<file path="src/rtl/cycle_sequencer_if.sv">
// Nibble-bus and status bundle between the cycle sequencer and the decoder.
// The master side is the sequencer; the slave side is the decoder/ROM.
interface cycle_sequencer_if;
  logic [3:0] rom_data;
  logic       stop_req;
  logic [2:0] cycle;
  logic       sync;
  logic [3:0] opr;
  logic [3:0] opa;
  logic [7:0] op2;
  logic       word2;
  logic       pc_inc;
  logic       exec_done;
  logic       stop_ack;

  modport master (
    input  rom_data,
    input  stop_req,
    output cycle,
    output sync,
    output opr,
    output opa,
    output op2,
    output word2,
    output pc_inc,
    output exec_done,
    output stop_ack
  );

  modport slave (
    output rom_data,
    output stop_req,
    input  cycle,
    input  sync,
    input  opr,
    input  opa,
    input  op2,
    input  word2,
    input  pc_inc,
    input  exec_done,
    input  stop_ack
  );
endinterface

</file>
<file path="src/rtl/cycle_sequencer.sv">
// 8-phase machine-cycle sequencer: latches OPR/OPA, tracks two-word
// instructions, issues PC/complete strobes, halts at instruction boundaries.
module cycle_sequencer #(
  parameter bit TWO_WORD_EN = 1'b1,
  parameter int M1_CYCLE    = 3,
  parameter int M2_CYCLE    = 4
) (
  input  logic               clk,
  input  logic               rst_n,
  cycle_sequencer_if.master  bus
);

  typedef enum logic {
    RUN  = 1'b0,
    STOP = 1'b1
  } state_e;

  localparam logic [2:0] M1 = 3'(M1_CYCLE);
  localparam logic [2:0] M2 = 3'(M2_CYCLE);
  localparam logic [2:0] X3 = 3'd7;

  state_e     state_q, state_d;
  logic [2:0] cycle_q, cycle_d;
  logic [3:0] opr_q, opr_d;
  logic [3:0] opa_q, opa_d;
  logic [7:0] op2_q, op2_d;
  logic       word2_q, word2_d;
  logic       sync_q, sync_d;
  logic       pc_inc_q, pc_inc_d;
  logic       exec_done_q, exec_done_d;
  logic       stop_ack_q, stop_ack_d;

  logic       is2;
  logic       two_word;
  logic       last_x3;

  // JCN/FIM/JUN/JMS/ISZ; FIM and SRC share opr 2, split on opa[0].
  always_comb begin
    is2 = 1'b0;
    unique case (opr_q)
      4'h1, 4'h4, 4'h5, 4'h7: is2 = 1'b1;
      4'h2:                   is2 = ~opa_q[0];
      default:                is2 = 1'b0;
    endcase
    two_word = TWO_WORD_EN && is2;
  end

  always_comb begin
    state_d     = state_q;
    cycle_d     = cycle_q;
    opr_d       = opr_q;
    opa_d       = opa_q;
    op2_d       = op2_q;
    word2_d     = word2_q;
    sync_d      = 1'b0;
    pc_inc_d    = 1'b0;
    exec_done_d = 1'b0;
    stop_ack_d  = stop_ack_q;
    last_x3     = 1'b0;
    unique case (state_q)
      STOP: begin
        cycle_d = '0;
        if (!bus.stop_req) begin
          state_d    = RUN;
          stop_ack_d = 1'b0;
        end
      end
      RUN: begin
        cycle_d    = cycle_q + 3'd1;
        stop_ack_d = 1'b0;
        last_x3    = (cycle_q == X3) && exec_done_q;
        if (cycle_q == M1) begin
          if (word2_q) op2_d[7:4] = bus.rom_data;
          else         opr_d      = bus.rom_data;
        end
        if (cycle_q == M2) begin
          if (word2_q) op2_d[3:0] = bus.rom_data;
          else         opa_d      = bus.rom_data;
        end
        if (cycle_q == X3) begin
          word2_d = !word2_q && two_word;
        end
        // Halt only at the final word, so two-word pairs stay intact.
        if (last_x3 && bus.stop_req) begin
          state_d    = STOP;
          cycle_d    = '0;
          stop_ack_d = 1'b1;
        end else if (cycle_d == X3) begin
          sync_d      = 1'b1;
          pc_inc_d    = 1'b1;
          exec_done_d = word2_q || !two_word;
        end
      end
    endcase
  end

  always_ff @(posedge clk or negedge rst_n) begin
    if (!rst_n) begin
      state_q     <= RUN;
      cycle_q     <= '0;
      opr_q       <= '0;
      opa_q       <= '0;
      op2_q       <= '0;
      word2_q     <= 1'b0;
      sync_q      <= 1'b0;
      pc_inc_q    <= 1'b0;
      exec_done_q <= 1'b0;
      stop_ack_q  <= 1'b0;
    end else begin
      state_q     <= state_d;
      cycle_q     <= cycle_d;
      opr_q       <= opr_d;
      opa_q       <= opa_d;
      op2_q       <= op2_d;
      word2_q     <= word2_d;
      sync_q      <= sync_d;
      pc_inc_q    <= pc_inc_d;
      exec_done_q <= exec_done_d;
      stop_ack_q  <= stop_ack_d;
    end
  end

  assign bus.cycle     = cycle_q;
  assign bus.sync      = sync_q;
  assign bus.opr       = opr_q;
  assign bus.opa       = opa_q;
  assign bus.op2       = op2_q;
  assign bus.word2     = word2_q;
  assign bus.pc_inc    = pc_inc_q;
  assign bus.exec_done = exec_done_q;
  assign bus.stop_ack  = stop_ack_q;

endmodule
</file>
<file path="src/flat_wrapper.sv">
// flat-port wrapper written by rule: the top's interface ports become plain ports
module cycle_sequencer_flat 
#(
  parameter bit TWO_WORD_EN = 1'b1,
  parameter int M1_CYCLE    = 3,
  parameter int M2_CYCLE    = 4
)
  (clk, rst_n, bus_rom_data, bus_stop_req, bus_cycle, bus_sync, bus_opr, bus_opa, bus_op2, bus_word2, bus_pc_inc, bus_exec_done, bus_stop_ack);
  cycle_sequencer_if bus_i ();
  input  logic clk;
  input  logic rst_n;
  input wire logic [$bits(bus_i.rom_data)-1:0] bus_rom_data;
  input wire logic [$bits(bus_i.stop_req)-1:0] bus_stop_req;
  output wire logic [$bits(bus_i.cycle)-1:0] bus_cycle;
  output wire logic [$bits(bus_i.sync)-1:0] bus_sync;
  output wire logic [$bits(bus_i.opr)-1:0] bus_opr;
  output wire logic [$bits(bus_i.opa)-1:0] bus_opa;
  output wire logic [$bits(bus_i.op2)-1:0] bus_op2;
  output wire logic [$bits(bus_i.word2)-1:0] bus_word2;
  output wire logic [$bits(bus_i.pc_inc)-1:0] bus_pc_inc;
  output wire logic [$bits(bus_i.exec_done)-1:0] bus_exec_done;
  output wire logic [$bits(bus_i.stop_ack)-1:0] bus_stop_ack;
  assign bus_i.rom_data = bus_rom_data;
  assign bus_i.stop_req = bus_stop_req;
  assign bus_cycle = bus_i.cycle;
  assign bus_sync = bus_i.sync;
  assign bus_opr = bus_i.opr;
  assign bus_opa = bus_i.opa;
  assign bus_op2 = bus_i.op2;
  assign bus_word2 = bus_i.word2;
  assign bus_pc_inc = bus_i.pc_inc;
  assign bus_exec_done = bus_i.exec_done;
  assign bus_stop_ack = bus_i.stop_ack;
  cycle_sequencer #(.TWO_WORD_EN(TWO_WORD_EN), .M1_CYCLE(M1_CYCLE), .M2_CYCLE(M2_CYCLE)) u_core (.clk(clk), .rst_n(rst_n), .bus(bus_i));
endmodule
</file>
<file path="config.mk">
export PLATFORM = sky130hd
export DESIGN_NAME = cycle_sequencer_flat
export DESIGN_NICKNAME = d
export VERILOG_FILES = /design/src/rtl/cycle_sequencer_if.sv /design/src/rtl/cycle_sequencer.sv /design/src/flat_wrapper.sv
export SDC_FILE = /design/constraint.sdc
export NUM_CORES = 1
export LEC_CHECK = 0
export CORE_MARGIN = 4
export CORE_UTILIZATION = 49
export DETAILED_ROUTE_END_ITERATION = 10
export PLACE_DENSITY = 0.94
export SLEW_MARGIN = 15
export SYNTH_ARGS = -nofsm -noshare
export SYNTH_HDL_FRONTEND = slang
export SYNTH_SLANG_ARGS = --single-unit
</file>
<file path="constraint.sdc">
create_clock -name clk -period 3.1 [get_ports clk]
set_clock_uncertainty 0.2 [all_clocks]
set_input_delay 0.62 -clock clk [delete_from_list [all_inputs] [get_ports clk]]
set_output_delay 0.62 -clock clk [all_outputs]
set_load 0.005 [all_outputs]
</file>
After elaboration in Yosys (flattened, before gate mapping)
Cells that the tools add are included.
- add/subtract/negate cells: 1
- muxes and demuxes: 14
- divide/modulo/power cells: 0
- bitwise operators: 3
- eq/ne operators: 10
- shift-type cells: 0
- $mul: 0
- order comparisons: 0
- reduce and logical (&&, ||, !) cells: 12
- operators with widths (cell ; number):
    4-bit by 3-bit == test with 1-bit output (second input constant) ; 3
    3-bit AND reduction ; 4
    3-bit == test (second input constant) ; 3
    1-bit two-way mux ; 9
    1-bit one-hot mux with 2 select lines ; 3
    3-bit one-hot mux with 2 select lines ; 1
    4-bit by 1-bit == test with 1-bit output (second input constant) ; 1
    4-bit by 2-bit == test with 1-bit output (second input constant) ; 1
    4-bit OR reduction ; 1
    3-bit by 1-bit adder with 3-bit output (second input constant) ; 1
    3-bit by 2-bit == test with 1-bit output (second input constant) ; 1
    1-bit logical AND ; 3
    3-bit two-way mux ; 1
    1-bit NOT ; 3
    1-bit zero test ; 2
    2-bit != test (second input constant) ; 1
    2-bit AND reduction ; 1
    1-bit logical OR ; 1
- bits in registers: 24
- input port bits: 7
- memory bits (writable): 0
- bits in latches: 0
- memories kept: 0
- bits in read-only memories: 0
- logic and storage cells: 50
- output and inout port bits: 24

Logic depth before layout (Yosys ltp)
Gate-level depths: netlist of the first run.
- depth in word-level cells: 8
- gate-level depth with buffers: 5
- gate-level depth less buffers: 5

Worst setup path after synthesis of the first run
Ideal clock, no wire load.
- path type: register to register
- from: register u_core.cycle_q[0] (netlist: u_core.bus.cycle[0])
- to: register u_core.exec_done_q (netlist: u_core.bus.exec_done)
- required time: 2816 ps
- setup slack: 1414 ps
- buffers on the path: 0
- library setup time: 84 ps
- arrival time: 1402 ps
- clock period less this slack: 1686 ps
- stages on the path, launching flop included: 6
- cells stage by stage: dfrtp_1 ha_1 ha_1 and3_1 nor4b_2 a21boi_0
- word-level cells in the longest chain between the ends: 5
- elaborated cells between the ends (all ways): 8
- those cells by class: 1 x add/sub; 2 x eq/ne; 3 x mux; 2 x reduce/logical
- RTL lines (item ; line ; RTL):
    from (decl) ; cycle_sequencer.sv:23 ; logic [2:0] cycle_q, cycle_d;
    from (signal assigned) ; cycle_sequencer.sv:111 ; cycle_q <= cycle_d;
    3-bit by 1-bit adder with 3-bit output or 3-bit == test (tied branches) ; cycle_sequencer.sv:69, cycle_sequencer.sv:71 ;
    3-bit == test or 1-bit logical AND (tied branches) ; cycle_sequencer.sv:88, cycle_sequencer.sv:71 ;
    1-bit two-way mux or 1-bit logical AND (tied branches) ; cycle_sequencer.sv:88, cycle_sequencer.sv:84 ;
    1-bit two-way mux * ; cycle_sequencer.sv:84 ; if (last_x3 && bus.stop_req) begin
    1-bit two-way mux * ; cycle_sequencer.sv:60 ; unique case (state_q)
    via u_core.exec_done_d ; cycle_sequencer.sv:30 ; logic exec_done_q, exec_done_d;
    to (signal assigned) ; cycle_sequencer.sv:118 ; exec_done_q <= exec_done_d;
    to (decl) ; cycle_sequencer.sv:30 ;
The timed path passes the listed nets; every way through them passes the cells marked *.
A chain may end at the register's enable or synchronous reset.

Final worst setup path of the first run
- from: register u_core.word2_q (netlist: u_core.bus.word2)
- to: output bus_word2
- RTL lines (item ; line ; RTL):
    from (decl) ; cycle_sequencer.sv:27 ; logic word2_q, word2_d;
    from (signal assigned) ; cycle_sequencer.sv:115 ; word2_q <= word2_d;
    to (decl) ; flat_wrapper.sv:19 ; output wire logic [$bits(bus_i.word2)-1:0] bus_word2;
No word-level cell between the ends.

==> results of run 1 <==
how the worst min path moves through the flow:
stage	start	end	slack, ps	cells after the start
floorplan	rst_n	u_core.bus.cycle[0]	120	0
global placement	u_core.bus.op2[2]	u_core.bus.op2[2]	290	1
detailed placement	u_core.bus.op2[5]	u_core.bus.op2[5]	290	1
CTS	u_core.bus.cycle[0]	u_core.bus.cycle[0]	320	1
global route	u_core.bus.op2[0]	u_core.bus.op2[0]	340	1
finish	u_core.bus.op2[5]	u_core.bus.op2[5]	320	1
cell usage after synthesis, drive strengths merged:
cell type	n	area (um^2)
inv	5	18.8
and3	1	6.26
nor2	2	7.51
or4b	1	10.0
ha	5	62.6
o211ai	1	7.51
nor2b	3	18.8
mux2	15	169
a31oi	1	6.26
o21ai	2	10.0
dfrtp	24	601
nand3b	1	7.51
nor4b	2	38.8
nand4b	1	8.76
nor3	2	10.0
a21boi	3	22.5
nor3b	1	18.8
mux2i	1	10.0
nand2	2	7.51
buf	2	18.8
a21oi	1	5.00
per-stage QoR:
stage / setup slack, ps / utilization [%] / hold slack, ps
2_1_floorplan: 1410 / - / 124
3_3_place_gp: 1180 / 68.6 / 287
3_5_place_dp: 1120 / 68.6 / 293
4_1_cts: 858 / 69.7 / 319
5_1_grt: 792 / 69.7 / 337
6_report: 860 / 69.7 / 317
sequential cells by signal, summed over array words and instances (netlist names):
register,cells
u_core.bus.cycle,3
u_core.bus.exec_done,1
u_core.bus.op2,8
u_core.bus.opa,4
u_core.bus.opr,4
u_core.bus.stop_ack,1
u_core.bus.sync,1
u_core.bus.word2,1
u_core.state_q,1
worst register-to-register path, cell delays in order, from the launching register on:
cell and delay, ps:
dfrtp_1 430, ha_1 240, ha_1 210, and3_1 220, nor4b_2 260, a21boi_0 200
layout make-up:
class | count | area (um^2)
fillers | 150 | 612
flip-flops and latches | 24 | 601
multi-input cells | 45 | 427
repair buffers | 31 | 308
well taps | 27 | 33.8
clock buffers | 3 | 22.5
inverters | 5 | 18.8
power groups by stage:
stage | registers (mW) | logic (mW) | clock network [mW]
floorplan | 0.581 | 0.289 | 0
global placement | 0.578 | 0.646 | 0
global route | 0.601 | 0.727 | 0.150
CTS | 0.580 | 0.676 | 0.133
finish | 0.579 | 0.664 | 0.129
detailed placement | 0.588 | 0.672 | 0
kinds of logic after synthesis:
| kind of cell | Yosys count |
|---|---|
| flops | 24 |
| simple gates | 16 |
| mux | 16 |
| buf+inv | 7 |
| compound gates | 8 |
| fa+ha+maj | 5 |
per-layer routing:
| layer | wire [um] | global-route usage [%] | share of wire [%] | up-vias |
|---|---|---|---|---|
| met4 | 58 | 9.13 | 2.7 | 0 |
| li1 | - | - | - | 334 |
| met1 | 827 | 20.8 | 39 | 370 |
| met2 | 1150 | 29.1 | 54 | 25 |
| met5 | 0 | 0 | 0 | - |
| met3 | 101 | 2.72 | 4.7 | 4 |
==> qor.yml, run 1 <==
synth:
  yosysSeqAreaShare_pct: 56.4
  synth_fp_nets: 88
  synth_compound_area_share_pct: 4.82
  synthSimpleGateAreaFrac_pct: 12.6
  synth_area_um2: 1060
  synthMuxAreaShare_pct: 16.8
  yosys_warnings: 0
  yosysUniqueCellTypes: 23
  synth_top_family_by_area: "multiplexers"
  synth_fa_ha_area_share_pct: 5.88
  synth_xor_area_share_pct: 0
  syn_inst: 76
  ys_ff_latch: 24
  syn-mean-instance-area_um2: 14.0
clock_tree:
  cts_resized: 0
  cts_buffers: 3
  root_buffer: "clkbuf_4"
  cts-hold-fix-buffers: 0
  cts_max_level: 1
  clk_latency_ps: 300
  path_clk_slew_ps: 120
  cts_setup_buffers: 0
  clk_path_buf_depth: 2
  cts_sinks: 24
  cts_tree: "done"
setup_path:
  r2r_slack_ps: 1270
  cp.depth: 1
  end_kind: "output pin"
  r2r-start: "u_core.bus.cycle[0]"
  max_stage_delay_ps: 570
  worstReg2RegEnd: "u_core.bus.exec_done"
  path_class: "reg -> out"
  reg2reg_depth: 5
  path_delay_family: "buffers and inverters"
  crit_chain: "clkdlybuf4s50_1"
  crit_required_ps: 2280
  cp-startpoint: "u_core.bus.word2"
  crit_arrival_ps: 1420
  crit_buf_inv: 1
  cp_max_fo: 7
  start_kind: "flip-flop"
  cp_slowest_cell: "clkdlybuf4s50_1"
  critPathCapture: "bus_word2"
drt:
  ant_nets: 0
  route.detailed.drc: 0
  vias: 733
  dr.pass1.iters: 4
  initialDrtViolationCount: 7
  detail_route.wl_per_cell_um: 15.8
  routed_wl_mm: 2.14
  vias_per_cell: 5.43
sta:
  rsz0062_at_grt: "false"
  slew_viol_final: 0
  worst_pin_slew_ps: 434
  min_period_over_period_pct: 72.3
  hold_viol_final: 0
  finalSetupTns_ps: 0
  fmax_mhz: 446
  relSlewSlack_pct: 71.0
  setup_violations: 0
  finalCriticalPeriod_ps: 2240
placed_design:
  dpl_cell_area_um2: 1390
  dpl.hpwl_mm: 1.67
  gp_congestion: 0.718
  dp_cells: 132
  port_buffers: 30
power:
  vdd_drop_max_v: 0.000574
  totalPowerFinal_mw: 1.37
  power_density_nw_per_um2: 973
  p_int_mw: 0.946
  seqPwrFrac_pct: 42.2
  pwr-share-comb_pct: 48.4
  clockPowerShare_pct: 9.4
  power_leakage_nw: 0.599
  p_sw_share_pct: 31.1
  power.switching_mw: 0.426
final_layout:
  diodes: 0
  layout.cells.non_filler: 135
  syn_to_final_growth_pct: 32.4
  nets: 122
  final_cell_mix: "clkdlybuf4s50_1, dfrtp_1, mux2_2"
  drive_above_1_share_pct: 20.4
  layout_commonest_cell: "clkdlybuf4s50_1"
  design_area_um2: 1410
global_routing:
  grt_max_degree: 25
  first_global_vias: 747
  overflow: 0
  track_usage_pct: 17.2
  antenna_found_initial: 0
  grt_first_pass_wirelength_mm: 3.56
min_path:
  hold_path.class: "reg -> reg"
status:
  outcome: "completed"
floorplanning:
  io_pins: 31
  initial_core_util_pct: 52.7
  die_h_um: 54.6
  rows: 16
  dieArea_um2: 2980
  coreArea_um2: 2020
  die_w_um: 54.6
flow_run:
  maxCapViolations: 0
(Power assumes the default switching activity.)
==> run 2, diff against run 1 <==
--- a/config.mk
+++ b/config.mk
@@ -6,9 +6,9 @@
 export NUM_CORES = 1
 export LEC_CHECK = 0
 export CORE_MARGIN = 4
-export CORE_UTILIZATION = 49
+export CORE_UTILIZATION = 46
 export DETAILED_ROUTE_END_ITERATION = 10
-export PLACE_DENSITY = 0.94
+export PLACE_DENSITY = 0.9
 export SLEW_MARGIN = 15
 export SYNTH_ARGS = -nofsm -noshare
 export SYNTH_HDL_FRONTEND = slang
==> constraint.sdc (replaced) <==
create_clock -name clk -period 2.3 [get_ports clk]
set_clock_uncertainty 0.2 [all_clocks]
set_input_delay 0.46 -clock clk [delete_from_list [all_inputs] [get_ports clk]]
set_output_delay 0.46 -clock clk [all_outputs]
set_load 0.005 [all_outputs]
==> run 2 against run 1 <==
  * Utilization shrank 4.6 points
  * Highest routed layer unchanged
  * Non-clock buffer count is the same
  * Largest power group unchanged
  * Worst setup slack lost 650 ps
  * Count of clock-buffer cells in the layout is the same
  * Register-to-register slack lost 770 ps
==> qor.yml, run 2 (synthesis gave the netlist of run 1 again) <==
status:
  outcome: "completed"  # unchanged
drt:
  routed_wl_mm: 2.07  # was 2.14 mm
  detail_route.wl_per_cell_um: 15.1  # was 15.8 um
  vias: 710  # was 733
  dr.pass1.iters: 3  # was 4
  ant_nets: 0  # unchanged
  initialDrtViolationCount: 10  # was 7
  route.detailed.drc: 0  # unchanged
  vias_per_cell: 5.18  # was 5.43
setup_path:
  r2r_slack_ps: 500  # was 1270 ps
  crit_required_ps: 1640  # was 2280 ps
  critPathCapture: "bus_word2"  # unchanged
  cp-startpoint: "u_core.bus.word2"  # unchanged
  worstReg2RegEnd: "u_core.bus.exec_done"  # unchanged
  crit_buf_inv: 1  # unchanged
  cp_max_fo: 7  # unchanged
  end_kind: "output pin"  # unchanged
  max_stage_delay_ps: 560  # was 570 ps
  r2r-start: "u_core.bus.cycle[0]"  # unchanged
  path_class: "reg -> out"  # unchanged
  reg2reg_depth: 5  # unchanged
  cp.depth: 1  # unchanged
  start_kind: "flip-flop"  # unchanged
  crit_chain: "clkdlybuf4s50_1"  # unchanged
  cp_slowest_cell: "clkdlybuf4s50_1"  # unchanged
  path_delay_family: "buffers and inverters"  # unchanged
  crit_arrival_ps: 1430  # was 1420 ps
clock_tree:
  cts_max_level: 1  # unchanged
  cts-hold-fix-buffers: 0  # unchanged
  cts_tree: "done"  # unchanged
  cts_sinks: 24  # unchanged
  clk_latency_ps: 320  # was 300 ps
  cts_setup_buffers: 0  # unchanged
  cts_buffers: 3  # unchanged
  cts_resized: 0  # unchanged
  path_clk_slew_ps: 130  # was 120 ps
  clk_path_buf_depth: 2  # unchanged
  root_buffer: "clkbuf_4"  # unchanged
sta:
  min_period_over_period_pct: 90.9
  slew_viol_final: 0  # unchanged
  finalCriticalPeriod_ps: 2090
  relSlewSlack_pct: 71.1  # was 71.0%
  rsz0062_at_grt: "false"  # unchanged
  worst_pin_slew_ps: 433  # was 434 ps
  setup_violations: 0  # unchanged
  fmax_mhz: 478
  finalSetupTns_ps: 0  # unchanged
  hold_viol_final: 0  # unchanged
power:
  power_density_nw_per_um2: 1370  # was 973 nW/um^2
  totalPowerFinal_mw: 1.98  # was 1.37 mW
  vdd_drop_max_v: 0.000966  # was 0.000574 V
  power_leakage_nw: 0.613  # was 0.599 nW
final_layout:
  ff_latch_area_um2: 601  # unchanged
  largest_reg_flops: 8  # unchanged
  multiInputGateArea_um2: 427  # unchanged
  final_cell_mix: "clkdlybuf4s50_1, dfrtp_1, mux2_2"  # unchanged
  syn_to_final_growth_pct: 35.4  # was 32.4%
  num-fill-cells: 176  # was 150
  nets: 122  # unchanged
  drive_above_1_share_pct: 21.1  # was 20.4%
  layout_commonest_cell: "clkdlybuf4s50_1"  # unchanged
  final_core_util_pct: 65.2  # was 69.7%
  diodes: 0  # unchanged
global_routing:
  grt_max_degree: 25  # unchanged
  track_usage_pct: 14.9  # was 17.2%
  antenna_found_initial: 0  # unchanged
  grt_first_pass_wirelength_mm: 3.67  # was 3.56 mm
  first_global_vias: 774  # was 747
  overflow: 0  # unchanged
floorplanning:
  coreArea_um2: 2210  # was 2020 um^2
  io_pins: 31  # unchanged
  dieArea_um2: 3150  # was 2980 um^2
  rows: 17  # was 16
  die_h_um: 56.1  # was 54.6 um
  die_w_um: 56.1  # was 54.6 um
  initial_core_util_pct: 48.1  # was 52.7%
flow_run:
  maxCapViolations: 0  # unchanged
placed_design:
  gp_congestion: 0.821  # was 0.718
  dpl.hpwl_mm: 1.54  # was 1.67 mm
  port_buffers: 30  # unchanged
min_path:
  hold_path.class: "in -> async"  # was reg -> reg
==> run 2: changes by cell type in the layout (fill, tap and decap cells not counted), sizes merged <==
cell / change
bufinv: +1
==> run 2: where the power goes <==
group	internal [mW]	total [mW]	switching, mW
logic	0.593	0.891	0.298
registers	0.619	0.788	0.169
clock network	0.176	0.299	0.123
==> run 2: cell type report <==
class / count / share of cell area [%]
multi-input combinational: 45 / 29.6
inverter: 5 / 1.30
clock buffer: 3 / 1.56
tap: 28 / 2.43
clock inverter: 1 / 2.08
sequential: 24 / 41.7
timing repair buffer: 31 / 21.4
==> run 2: layer usage <==
layer | wire length, um | vias to the layer above | global-route usage, % | share of wire, %
li1 | - | 336 | - | -
met1 | 911 | 349 | 18.7 | 44
met2 | 970 | 21 | 23.9 | 47
met3 | 149 | 4 | 3.94 | 7.2
met4 | 41 | 0 | 7.12 | 2.0
met5 | 0 | - | 0 | 0
==> run 2: stage by stage <==
step / setup WS, ps / hold WS (ps) / cells / instance area, um^2
floorplan: 614 / -35.6 / 76 / 1060
global placement: 534 / 286 / 133 / 1390
detailed placement: 489 / 296 / 133 / 1390
CTS: 200 / 287 / 137 / 1440
global route: 157 / 312 / 137 / 1440
finish: 209 / 279 / 137 / 1440
==> run 2: worst reg2reg max path: cells and delay by family (launching register included) <==
kind / cells / cell delay [ps]
flip-flops: 1 / 440
adder cells (fa/ha/maj): 2 / 450
AND/OR/NAND/NOR: 2 / 450
AO/OA/AOI/OAI: 1 / 190
==> run 2: how the worst min path moves through the flow <==
stage	depth (start not counted)	endpoint	start
final	2	u_core.bus.cycle[1]	rst_n
after global routing	2	u_core.bus.cycle[0]	rst_n
after CTS	2	u_core.bus.cycle[1]	rst_n
after detailed placement	1	u_core.bus.opa[1]	u_core.bus.opa[1]
after global placement	1	u_core.bus.cycle[0]	u_core.bus.cycle[0]
after floorplan	0	u_core.bus.cycle[0]	rst_n
==> run 3, diff against run 2 <==
--- a/config.mk
+++ b/config.mk
@@ -8,6 +8,7 @@
 export CORE_MARGIN = 4
 export CORE_UTILIZATION = 46
 export DETAILED_ROUTE_END_ITERATION = 10
+export MAX_ROUTING_LAYER = met4
 export PLACE_DENSITY = 0.9
 export SLEW_MARGIN = 15
 export SYNTH_ARGS = -nofsm -noshare
==> constraint.sdc (replaced) <==
create_clock -name clk -period 2.3 [get_ports clk]
set_clock_uncertainty 0.2 [all_clocks]
set_input_delay 0.69 -clock clk [delete_from_list [all_inputs] [get_ports clk]]
set_output_delay 0.69 -clock clk [all_outputs]
set_load 0.005 [all_outputs]
==> run 3 against run 2 <==
  * Total power fell by 5.5%
  * Final area fell by 2.0%
  * Utilization fell by 1.3 points
  * Wire length rose by 2.2%
  * Critical path depth did not move
  * Combinational power rose by 0.9%
  * Non-clock buffer count did not move
  * Global-route usage rose by 0.51 points
  * Largest cell class unchanged
  * Largest power group unchanged
==> qor.yml, run 3 (synthesis gave the netlist of run 1 again) <==
status:
  outcome: "completed"  # unchanged
setup_path:
  r2r-start: "u_core.bus.cycle[0]"  # unchanged
  end_kind: "output pin"  # unchanged
  path_class: "reg -> out"  # unchanged
  start_kind: "flip-flop"  # unchanged
  crit_buf_inv: 1  # unchanged
  crit_chain: "clkdlybuf4s50_1"  # unchanged
  cp_slowest_cell: "clkdlybuf4s50_1"  # unchanged
  cp-startpoint: "u_core.bus.word2"  # unchanged
  crit_required_ps: 1410  # was 1640 ps
  path_delay_family: "buffers and inverters"  # unchanged
  crit_arrival_ps: 1330  # was 1430 ps
  max_stage_delay_ps: 530  # was 560 ps
  cp_max_fo: 7  # unchanged
clock_tree:
  cts_max_level: 1  # unchanged
  cts_sinks: 24  # unchanged
  cts_setup_buffers: 0  # unchanged
  clk_latency_ps: 320  # about the same
  cts_tree: "done"  # unchanged
  cts_buffers: 3  # unchanged
  clk_path_buf_depth: 2  # unchanged
  path_clk_slew_ps: 120  # was 130 ps
  root_buffer: "clkbuf_4"  # unchanged
power:
  pwr-share-comb_pct: 48.1  # was 45.0%
  vdd_drop_max_v: 0.000756  # was 0.000966 V
  power_density_nw_per_um2: 1320  # was 1370 nW/um^2
  power.switching_mw: 0.592  # was 0.590 mW
  clockPowerShare_pct: 9.9  # was 15.1%
  power_leakage_nw: 0.597  # was 0.613 nW
  p_int_mw: 1.28  # was 1.39 mW
  seqPwrFrac_pct: 41.9  # was 39.8%
  p_sw_share_pct: 31.7  # was 29.8%
sta:
  relSlewSlack_pct: 71.4  # was 71.1%
  setup_violations: 0  # unchanged
  rsz0062_at_grt: "false"  # unchanged
  min_period_over_period_pct: 96.6  # was 90.9%
  slew_viol_final: 0  # unchanged
  fmax_mhz: 450  # was 478 MHz
  hold_viol_final: 0  # unchanged
  finalCriticalPeriod_ps: 2220  # was 2090 ps
  whs_ps: 317  # was 279 ps
  finalSetupTns_ps: 0  # unchanged
  worst_pin_slew_ps: 428  # was 433 ps
final_layout:
  num-fill-cells: 180  # was 176
  layout_commonest_cell: "clkdlybuf4s50_1"  # unchanged
  drive_above_1_share_pct: 21.3  # was 21.1%
  nets: 122  # unchanged
  syn_to_final_growth_pct: 32.7  # was 35.4%
  layout.cells.non_filler: 136  # was 137
  largest_reg_flops: 8  # unchanged
  final_cell_mix: "clkdlybuf4s50_1, dfrtp_1, mux2_2"  # unchanged
  diodes: 0  # unchanged
floorplanning:
  dieArea_um2: 3150  # unchanged
  coreArea_um2: 2210  # unchanged
  die_w_um: 56.1  # unchanged
  die_h_um: 56.1  # unchanged
  rows: 17  # unchanged
  io_pins: 31  # unchanged
  initial_core_util_pct: 48.1  # unchanged
global_routing:
  antenna_found_initial: 0  # unchanged
  track_usage_pct: 15.5  # was 14.9%
  grt_max_degree: 25  # unchanged
  first_global_vias: 812  # was 774
  overflow: 0  # unchanged
  grt_first_pass_wirelength_mm: 3.67  # unchanged
drt:
  initialDrtViolationCount: 7  # was 10
  vias_per_cell: 5.18  # about the same
  routed_wl_mm: 2.12  # was 2.07 mm
  ant_nets: 0  # unchanged
  vias: 704  # was 710
  route.detailed.drc: 0  # unchanged
  dr.pass1.iters: 4  # was 3
  detail_route.wl_per_cell_um: 15.6  # was 15.1 um
placed_design:
  dpl.hpwl_mm: 1.61  # was 1.54 mm
  dp_cells: 133  # unchanged
  gp_congestion: 0.842  # was 0.821
  port_buffers: 30  # unchanged
flow_run:
  maxCapViolations: 0  # unchanged
min_path:
  worstHoldStart: "u_core.bus.cycle[0]"
  hold_path.class: "reg -> reg"  # was in -> async
==> run 3: cell types whose count changed in the layout (fill, tap and decap cells not counted) <==
cell       previous run  this run
bufinv_16             1         0
dfrtp_1              24        23
dfrtp_2               0         1
==> run 3: worst paths after layout <==
check	cells past startpoint	slack (ps)	to
worst max register to register	5	440	u_core.bus.exec_done
max in group asynchronous	2	1150	u_core.bus.word2
worst max-delay path	1	80	bus_word2
worst min register to register	1	320	u_core.bus.cycle[0]
min in group asynchronous	2	500	u_core.bus.cycle[0]
worst min-delay path	1	320	u_core.bus.cycle[0]
==> run 3: area by class of cell <==
class | instances | area [um^2] | area share (%)
clock buffers | 3 | 22.5 | 1.59
inverters | 5 | 18.8 | 1.33
multi-input cells | 45 | 427 | 30.2
flip-flops and latches | 24 | 602 | 42.6
well taps | 28 | 35.0 | 2.48
repair buffers | 31 | 308 | 21.8
==> run 3: stage by stage <==
| step | power [mW] | area (um^2) | util (%) | setup slack (ps) |
|---|---|---|---|---|
| floorplan | 1.17 | 1060 | - | 614 |
| global placement | 1.65 | 1390 | 62.8 | 305 |
| detailed placement | 1.70 | 1390 | 62.8 | 273 |
| CTS | 1.88 | 1410 | 63.9 | 78.3 |
| global route | 2.01 | 1410 | 63.9 | 36.9 |
| finish | 1.87 | 1410 | 63.9 | 77.2 |
==> run 3: layer usage <==
layer	track usage, %	wire length [um]	up-vias
li1	-	-	333
met1	18.9	965	340
met2	22.2	985	26
met3	4.87	119	5
met4	9.15	48	0
met5	-	0	-
==> run 3: power groups by stage <==
| stage | Clock (mW) | Sequential [mW] | Combinational, mW |
|---|---|---|---|
| floorplan | 0 | 0.783 | 0.390 |
| global placement | 0 | 0.780 | 0.873 |
| detailed placement | 0 | 0.793 | 0.906 |
| CTS | 0.186 | 0.786 | 0.913 |
| global route | 0.204 | 0.820 | 0.981 |
| finish | 0.186 | 0.784 | 0.899 |
==> run 3: what timing repair did <==
item / CTS / global route
endpoints found under the setup margin: 1 / 0
resized for setup: 1 / 0
hold buffers: 0 / 0
